$ cat src/rtl/pipeline_pkg.sv
// Shared decode/execute pipeline types: control bundle, RV32I opcodes, stage actions.
// Latency: none (types and constants only).
// Backpressure: none; consumers apply en/no_op/flush themselves.
package pipeline_pkg;

   typedef struct packed {
      logic       reg_write_en;
      logic       mem_write_en;
      logic [1:0] result_src;
      logic [3:0] alu_ctrl;
      logic       alu_src;
      logic       jump;
      logic       branch;
   } de_ctrl_t;

   localparam logic [6:0] OP_LOAD    = 7'b0000011;
   localparam logic [6:0] OP_IMM     = 7'b0010011;
   localparam logic [6:0] OP_STORE   = 7'b0100011;
   localparam logic [6:0] OP_BRANCH  = 7'b1100011;
   localparam logic [6:0] OP_JAL     = 7'b1101111;
   localparam logic [6:0] OP_JALR    = 7'b1100111;
   localparam logic [6:0] OP_LUI     = 7'b0110111;
   localparam logic [6:0] OP_AUIPC   = 7'b0010111;

   // addi x0,x0,0 is the inert slot filler
   localparam logic [6:0] NOP_OPCODE = OP_IMM;

   typedef enum logic [1:0] {
      ACT_HOLD   = 2'd0,
      ACT_LOAD   = 2'd1,
      ACT_BUBBLE = 2'd2,
      ACT_FLUSH  = 2'd3
   } de_action_e;

   // Resolve the single action applied at a clock edge; flush beats bubble beats load.
   function automatic de_action_e de_action(input logic flush, input logic no_op, input logic en);
      de_action_e act;
      if (flush)      act = ACT_FLUSH;
      else if (no_op) act = ACT_BUBBLE;
      else if (en)    act = ACT_LOAD;
      else            act = ACT_HOLD;
      return act;
   endfunction

endpackage

$ cat src/rtl/sat_counter.sv
// Saturating event counter: counts edges with inc high, sticks at all-ones.
// Latency: count reflects an inc one cycle after the edge that sampled it.
// Backpressure: none; inc is sampled every rising edge.
module sat_counter #(
   parameter int WIDTH = 32
) (
   input  logic             clk,
   input  logic             rst_n,
   input  logic             inc,
   output logic [WIDTH-1:0] count
);

   logic [WIDTH-1:0] cnt_q;
   logic [WIDTH-1:0] cnt_d;

   // Next count: advance on inc unless already saturated
   always_comb begin
      cnt_d = cnt_q;
      if (inc && (cnt_q != {WIDTH{1'b1}})) begin
         cnt_d = cnt_q + 1'b1;
      end
   end

   // Counter register, cleared by reset
   always_ff @(posedge clk or negedge rst_n) begin
      if (!rst_n) cnt_q <= '0;
      else        cnt_q <= cnt_d;
   end

   assign count = cnt_q;

endmodule

$ cat src/rtl/decode_execute_reg.sv
// Decode->execute pipeline register with hold, NOP bubble and flush; optional stats (DE_REG_STATS_EN).
// Latency: 1 cycle from d_* to e_*; no combinational input-to-output path.
// Backpressure: en=0 holds contents; no_op injects a NOP regardless of en; flush overrides everything.
module decode_execute_reg
   import pipeline_pkg::*;
#(
   parameter int XLEN = 32
) (
   input  logic            clk,
   input  logic            rst_n,
   input  logic            en,
   input  logic            no_op,
   input  logic            flush,
   input  logic            d_valid,
   input  logic [XLEN-1:0] d_pc,
   input  logic [XLEN-1:0] d_pc_plus4,
   input  logic [XLEN-1:0] d_rd1,
   input  logic [XLEN-1:0] d_rd2,
   input  logic [XLEN-1:0] d_imm,
   input  logic [4:0]      d_reg_a,
   input  logic [4:0]      d_reg_b,
   input  logic [4:0]      d_reg_d,
   input  logic [6:0]      d_opcode,
   input  logic [2:0]      d_funct3,
   input  de_ctrl_t        d_ctrl,
   output logic            e_valid,
   output logic [XLEN-1:0] e_pc,
   output logic [XLEN-1:0] e_pc_plus4,
   output logic [XLEN-1:0] e_rd1,
   output logic [XLEN-1:0] e_rd2,
   output logic [XLEN-1:0] e_imm,
   output logic [4:0]      e_reg_a,
   output logic [4:0]      e_reg_b,
   output logic [4:0]      e_reg_d,
   output logic [6:0]      e_opcode,
   output logic [2:0]      e_funct3,
   output de_ctrl_t        e_ctrl,
   output logic [31:0]     stall_cnt,
   output logic [31:0]     bubble_cnt,
   output logic [31:0]     flush_cnt
);

   typedef struct packed {
      logic            valid;
      logic [XLEN-1:0] pc;
      logic [XLEN-1:0] pc_plus4;
      logic [XLEN-1:0] rd1;
      logic [XLEN-1:0] rd2;
      logic [XLEN-1:0] imm;
      logic [4:0]      reg_a;
      logic [4:0]      reg_b;
      logic [4:0]      reg_d;
      logic [6:0]      opcode;
      logic [2:0]      funct3;
      de_ctrl_t        ctrl;
   } stage_t;

   // Data fields are zero rather than don't-care so a bubble is fully deterministic
   function automatic stage_t nop_stage();
      stage_t s;
      s        = '0;
      s.opcode = NOP_OPCODE;
      return s;
   endfunction

   de_action_e act;
   stage_t     stage_d;
   stage_t     stage_q;

   assign act = de_action(flush, no_op, en);

   // Select next stage contents from the edge's single action
   always_comb begin
      stage_d = stage_q;
      case (act)
         ACT_FLUSH,
         ACT_BUBBLE: stage_d = nop_stage();
         ACT_LOAD: begin
            stage_d.valid    = d_valid;
            stage_d.pc       = d_pc;
            stage_d.pc_plus4 = d_pc_plus4;
            stage_d.rd1      = d_rd1;
            stage_d.rd2      = d_rd2;
            stage_d.imm      = d_imm;
            stage_d.reg_a    = d_reg_a;
            stage_d.reg_b    = d_reg_b;
            stage_d.reg_d    = d_reg_d;
            stage_d.opcode   = d_opcode;
            stage_d.funct3   = d_funct3;
            stage_d.ctrl     = d_ctrl;
         end
         default: stage_d = stage_q;
      endcase
   end

   // Stage register; reset leaves the inert NOP image in place
   always_ff @(posedge clk or negedge rst_n) begin
      if (!rst_n) stage_q <= nop_stage();
      else        stage_q <= stage_d;
   end

   assign e_valid    = stage_q.valid;
   assign e_pc       = stage_q.pc;
   assign e_pc_plus4 = stage_q.pc_plus4;
   assign e_rd1      = stage_q.rd1;
   assign e_rd2      = stage_q.rd2;
   assign e_imm      = stage_q.imm;
   assign e_reg_a    = stage_q.reg_a;
   assign e_reg_b    = stage_q.reg_b;
   assign e_reg_d    = stage_q.reg_d;
   assign e_opcode   = stage_q.opcode;
   assign e_funct3   = stage_q.funct3;
   assign e_ctrl     = stage_q.ctrl;

`ifdef DE_REG_STATS_EN
   sat_counter #(.WIDTH(32)) u_stall_cnt (
      .clk   (clk),
      .rst_n (rst_n),
      .inc   (act == ACT_HOLD),
      .count (stall_cnt)
   );

   sat_counter #(.WIDTH(32)) u_bubble_cnt (
      .clk   (clk),
      .rst_n (rst_n),
      .inc   (act == ACT_BUBBLE),
      .count (bubble_cnt)
   );

   sat_counter #(.WIDTH(32)) u_flush_cnt (
      .clk   (clk),
      .rst_n (rst_n),
      .inc   (act == ACT_FLUSH),
      .count (flush_cnt)
   );
`else
   assign stall_cnt  = '0;
   assign bubble_cnt = '0;
   assign flush_cnt  = '0;
`endif

endmodule

$ cat config.mk
export PLATFORM = sky130hd
export DESIGN_NAME = decode_execute_reg
export DESIGN_NICKNAME = d
export VERILOG_FILES = /design/src/rtl/pipeline_pkg.sv /design/src/rtl/sat_counter.sv /design/src/rtl/decode_execute_reg.sv
export SDC_FILE = /design/constraint.sdc
export NUM_CORES = 1
export LEC_CHECK = 0
export CORE_AREA = 2 2 193 195
export DETAILED_ROUTE_END_ITERATION = 8
export DIE_AREA = 0 0 195 197
export RECOVER_POWER = 100
export SYNTH_ARGS = -nofsm -noshare
export SYNTH_HDL_FRONTEND = slang
export SYNTH_SLANG_ARGS = --single-unit
$ cat constraint.sdc
create_clock -name clk -period 0.8 [get_ports clk]
set_input_delay 0.2 -clock clk [delete_from_list [all_inputs] [get_ports clk]]
set_output_delay 0.2 -clock clk [all_outputs]
set_load 0.005 [all_outputs]
# Word-level counts from Yosys, hierarchy flattened
# Index checks and enable logic that the tools add are counted.
dict set report totals {
  regBits 197
  output_inout_bits 293
  wordCells 27
}
dict set report op_classes {
  n_eq_ne 3
  n_mux 4
  n_reduce_logical 2
}
# operator count
set op_table {}
lappend op_table {{$pmux 197 s2} 1}
lappend op_table {{$eq 2x2->1 const B} 2}
lappend op_table {{$mux 2} 2}
lappend op_table {{$eq 2x1->1 const B} 1}
lappend op_table {{$reduce_bool 2->1} 1}
lappend op_table {{$reduce_or 2->1} 1}
lappend op_table {{$mux 1} 1}

# Logic depth before layout (Yosys ltp)
dict set report logic_depth {
  depth_word 6
  ltp_mapped 5
}

# Least setup slack after synthesis
# No wires, ideal clock.
dict set report synth_path {
  path_kind {input port to flip-flop}
  startpoint {in en}
  endpoint {reg stage_q (netlist bit e_pc[0])}
  setup_ns 0.118
  arrival_ns 0.891
  t_required_ns 0.682
  setup_slack_ns -0.210
  stages 5
  path_cell_list {buf_4 > buf_6 > buf_4 > mux2i_1 > nor2_1}
}
dict set report synth_between {
  elab_chain_len 6
  elab_cells_between_ends 9
  classes_between {eq/ne: 3; mux: 4; reduce/logical: 2}
}
# item line
set synth_rtl {}
lappend synth_rtl {{from (decl)} decode_execute_reg.sv:11} ;# input logic en,
lappend synth_rtl {{$mux 1 (*)} pipeline_pkg.sv:40} ;# else if (en) act = ACT_LOAD;
lappend synth_rtl {{$mux 2 (*)} pipeline_pkg.sv:39} ;# else if (no_op) act = ACT_BUBBLE;
lappend synth_rtl {{$mux 2 (*)} pipeline_pkg.sv:38} ;# if (flush) act = ACT_FLUSH;
lappend synth_rtl {{$eq 2x2->1} decode_execute_reg.sv:75} ;# case (act)
lappend synth_rtl {{$reduce_or 2->1} decode_execute_reg.sv:75}
lappend synth_rtl {{$pmux 197 s2 or $reduce_bool 2->1 (tied branches)} n/a}
lappend synth_rtl {{to (signal assigned)} decode_execute_reg.sv:98} ;# if (!rst_n) stage_q <= nop_stage();
lappend synth_rtl {{to (signal assigned)} decode_execute_reg.sv:99} ;# else stage_q <= stage_d;
lappend synth_rtl {{to (decl)} decode_execute_reg.sv:68} ;# stage_t stage_q;
# Mark *: on every way between the ends. The rest lies on a longest branch, timed or not.
# A chain may end at the register's enable or synchronous reset.

# Final worst setup path
dict set report layout_path {
  startpoint {reg stage_q (netlist bit e_opcode[0])}
  endpoint {out e_opcode[0]}
}
# item line
set layout_rtl {}
lappend layout_rtl {{to (decl)} decode_execute_reg.sv:35} ;# output logic [6:0] e_opcode,
# No word-level cell between the ends.

==> results.json <==
{
  "critPathBufInv": 1,
  "grt_setup_unrepaired": "yes",
  "wl_per_cell_um": 15.57,
  "first_global_vias": 6839,
  "numCtsBuffers": 17,
  "r2r_slack_ns": -0.21,
  "die-area_sq_um": 38420,
  "start_util_pct": 24.22,
  "status": "finished with violations",
  "ff_latch_area_sq_um": 4933,
  "grt_pass1_wl_mm": 40.05,
  "synthCells": 734,
  "crit_type": "flop to output port",
  "crit_path_max_incr_delay_ns": 0.54,
  "dp_hpwl_mm": 19.69,
  "postSynth.asyncResetShare_pct": 100.0,
  "dp_cells": 1637,
  "syn_area_per_cell_sq_um": 11.96,
  "final-setup-viol-count": 267,
  "min_period_ns": 1.284,
  "drt_iter0_markers": 201,
  "worst-r2r-cell-count": 5,
  "seq_area_frac_synth_pct": 56.18,
  "power_density_nw_per_um2": 1662,
  "max_freq_mhz": 778.6,
  "ys_ff_latch": 197,
  "antenna_cells": 0,
  "violations": "setup timing",
  "skew_ns": 0,
  "hold_class": "input pin to flop",
  "timing.final.crit_share_pct": 160.6,
  "antenna_found_initial": 0,
  "row_count": 70,
  "grt_max_degree": 40,
  "vdd_drop_max_mv": 1.671,
  "drt-total-wl_mm": 26.92,
  "hold_end": "e_rd1[15]",
  "yosys_warnings": 0,
  "via_count": 6698,
  "synth_area_leaders": "dfrtp_1, mux2i_1, buf_4",
  "synth_common_cells": "mux2i_1, dfrtp_1, nor2_1, buf_4, buf_6",
  "setup_slack_ns": -0.4844,
  "nets": 1450,
  "synth_top_area_share_pct": 55.29,
  "die_x_um": 195,
  "crit_fanout": 2,
  "path_clk_slew_ns": 0.07,
  "yosysMostFrequentCell": "mux2i_1",
  "post_synth_num_cell_types": 12,
  "port_buffers": 398,
  "whs_path_depth": 4,
  "first_pass_iters": 4,
  "die_h_um": 197,
  "reg2reg_to": "e_imm[17]",
  "post-synth-top-area-cell": "dfrtp_1",
  "hold_viol_final": 0,
  "required_ns": 0.60,
  "whs_ns": 0.2508,
  "totalPowerFinal_w": 0.02284,
  "crit_family": "flip-flops",
  "gp_congestion": 0.7800,
  "h-tree-depth": 4,
  "clkLatencyLatePin_ns": 0.44,
  "crit_arrival_ns": 1.08,
  "vias_per_cell": 3.874,
  "cts-root-buf": "clkbuf_16",
  "postRouteAntennaNets": 0,
  "drv_cap": 0,
  "grt_usage_pct": 13.68,
  "area_delta_synth_final_pct": 56.53,
  "endpoint_kind": "output port",
  "drv_slew": 0,
  "layout.cells.non_filler": 1729,
  "cts_tree": "done",
  "holdCritStartpoint": "en",
  "multi_input_area_sq_um": 3182,
  "ys.flop_type": "dfrtp_1",
  "start_kind": "flop",
  "drc": 0,
  "cts.path.max_buffers": 2,
  "clkSinkCount": 197,
  "io_pins": 495,
  "p_leak_nw": 7.375,
  "crit_slowest_cell": "dfstp_2",
  "core-area_sq_um": 36260,
  "path_cells": "buf_2",
  "reg2reg_from": "e_imm[17]",
  "synth_edf_count": 0,
  "layout-drive-gt1-share_pct": 31.48,
  "gr-total-overflow": 0,
  "netlist_area_sq_um": 8781,
  "fill_cells": 3699
}
[power by group]
group | internal, W | total, W | switching, W
sequential | 0.0103 | 0.0104 | 0.000171
clock | 0.00475 | 0.00880 | 0.00405
combinational | 0.00210 | 0.00361 | 0.00151
[worst max-delay path by stage]
stage	startpoint	endpoint	cells after the start
detailed placement	flush	e_opcode[2]	5
global route	e_opcode[0]	e_opcode[0]	1
global placement	flush	e_imm[21]	5
floorplan	flush	e_opcode[5]	5
CTS	e_opcode[0]	e_opcode[0]	1
finish	e_opcode[0]	e_opcode[0]	1
[through the flow]
stage	setup WS (ns)	setup TNS [ns]	util [%]	area [sq um]
after CTS	-0.5298	-79.53	37.64	13650
final	-0.4844	-72.70	37.91	13740
after global routing	-0.5564	-90.05	37.91	13740
after detailed placement	-0.6409	-164.85	37.26	13510
after global placement	-0.6256	-163.30	37.26	13510
after floorplan	-0.1580	-26.49	-	9304
[sequential cells by signal, indices dropped and copies added, names as in the netlist]
| name | count |
|---|---|
| e_pc | 32 |
| e_imm | 32 |
| e_rd2 | 32 |
| e_funct3 | 3 |
| e_reg_a | 5 |
| e_rd1 | 32 |
| e_pc_plus4 | 32 |
| e_ctrl | 11 |
| e_reg_d | 5 |
| e_reg_b | 5 |
| e_valid | 1 |
| e_opcode | 7 |
[routing by layer]
metal / wire, um / vias to the layer above / part of all wire (%) / track usage (%)
met5: 0 / - / 0 / 0
met4: 302 / 0 / 1.1 / 4.015
met3: 1726 / 13 / 6.4 / 4.209
met2: 13770 / 218 / 51 / 23.61
met1: 11120 / 3236 / 41 / 16.40
li1: - / 3231 / - / -
[cell usage in the layout (no fill, tap or decap), types with 3 or more instances in the layout]
master           Yosys  layout
buf_12               0      19
buf_2                7     195
buf_4              110      81
buf_6               20      28
bufbuf_8             0       3
clkbuf_16            0      17
clkbuf_2             0       8
clkdlybuf4s50_1      0     197
clkinv_2             0       3
clkinvlp_4           0       3
conb_1               1      96
dfrtp_1            194     194
dfstp_2              3       3
dlygate4sd3_1        0       3
inv_6                0       3
mux2i_1            197     191
mux2i_2              0       4
nand2_1              3       3
nor2_1             185     178
nor2_2              10      14
nor2_4               0       3
[cells by family (layout without fill, tap and decap cells)]
group	after synthesis	count (layout)	share of synthesized area [%]
simple gates	199	199	8.820
mux	197	197	22.46
flops	197	197	56.18
buf+inv	140	572	12.50
other cells	1	96	0.04271
[tightest hold or removal path, stage by stage]
cell	delay, ns
buf_8	0.10
buf_12	0.16
mux2i_1	0.10
nor2_1	0.08
[final cells by class]
type / count / area share [%]
multi-input combinational: 492 / 23.15
clock inverter: 13 / 1.065
clock buffer: 19 / 3.223
sequential: 197 / 35.89
timing repair buffer: 540 / 32.41
tap: 468 / 4.260
[repair_timing]
item	in CTS	in global routing
setup buffers	37	33
hold buffers	3	0
resized for setup	816	28
hold endpoints to repair	197	0
pin swaps	26	38
gates cloned	6	0
endpoints found under the setup margin	379	249
No activity file was read; power rests on OpenSTA's default activity.
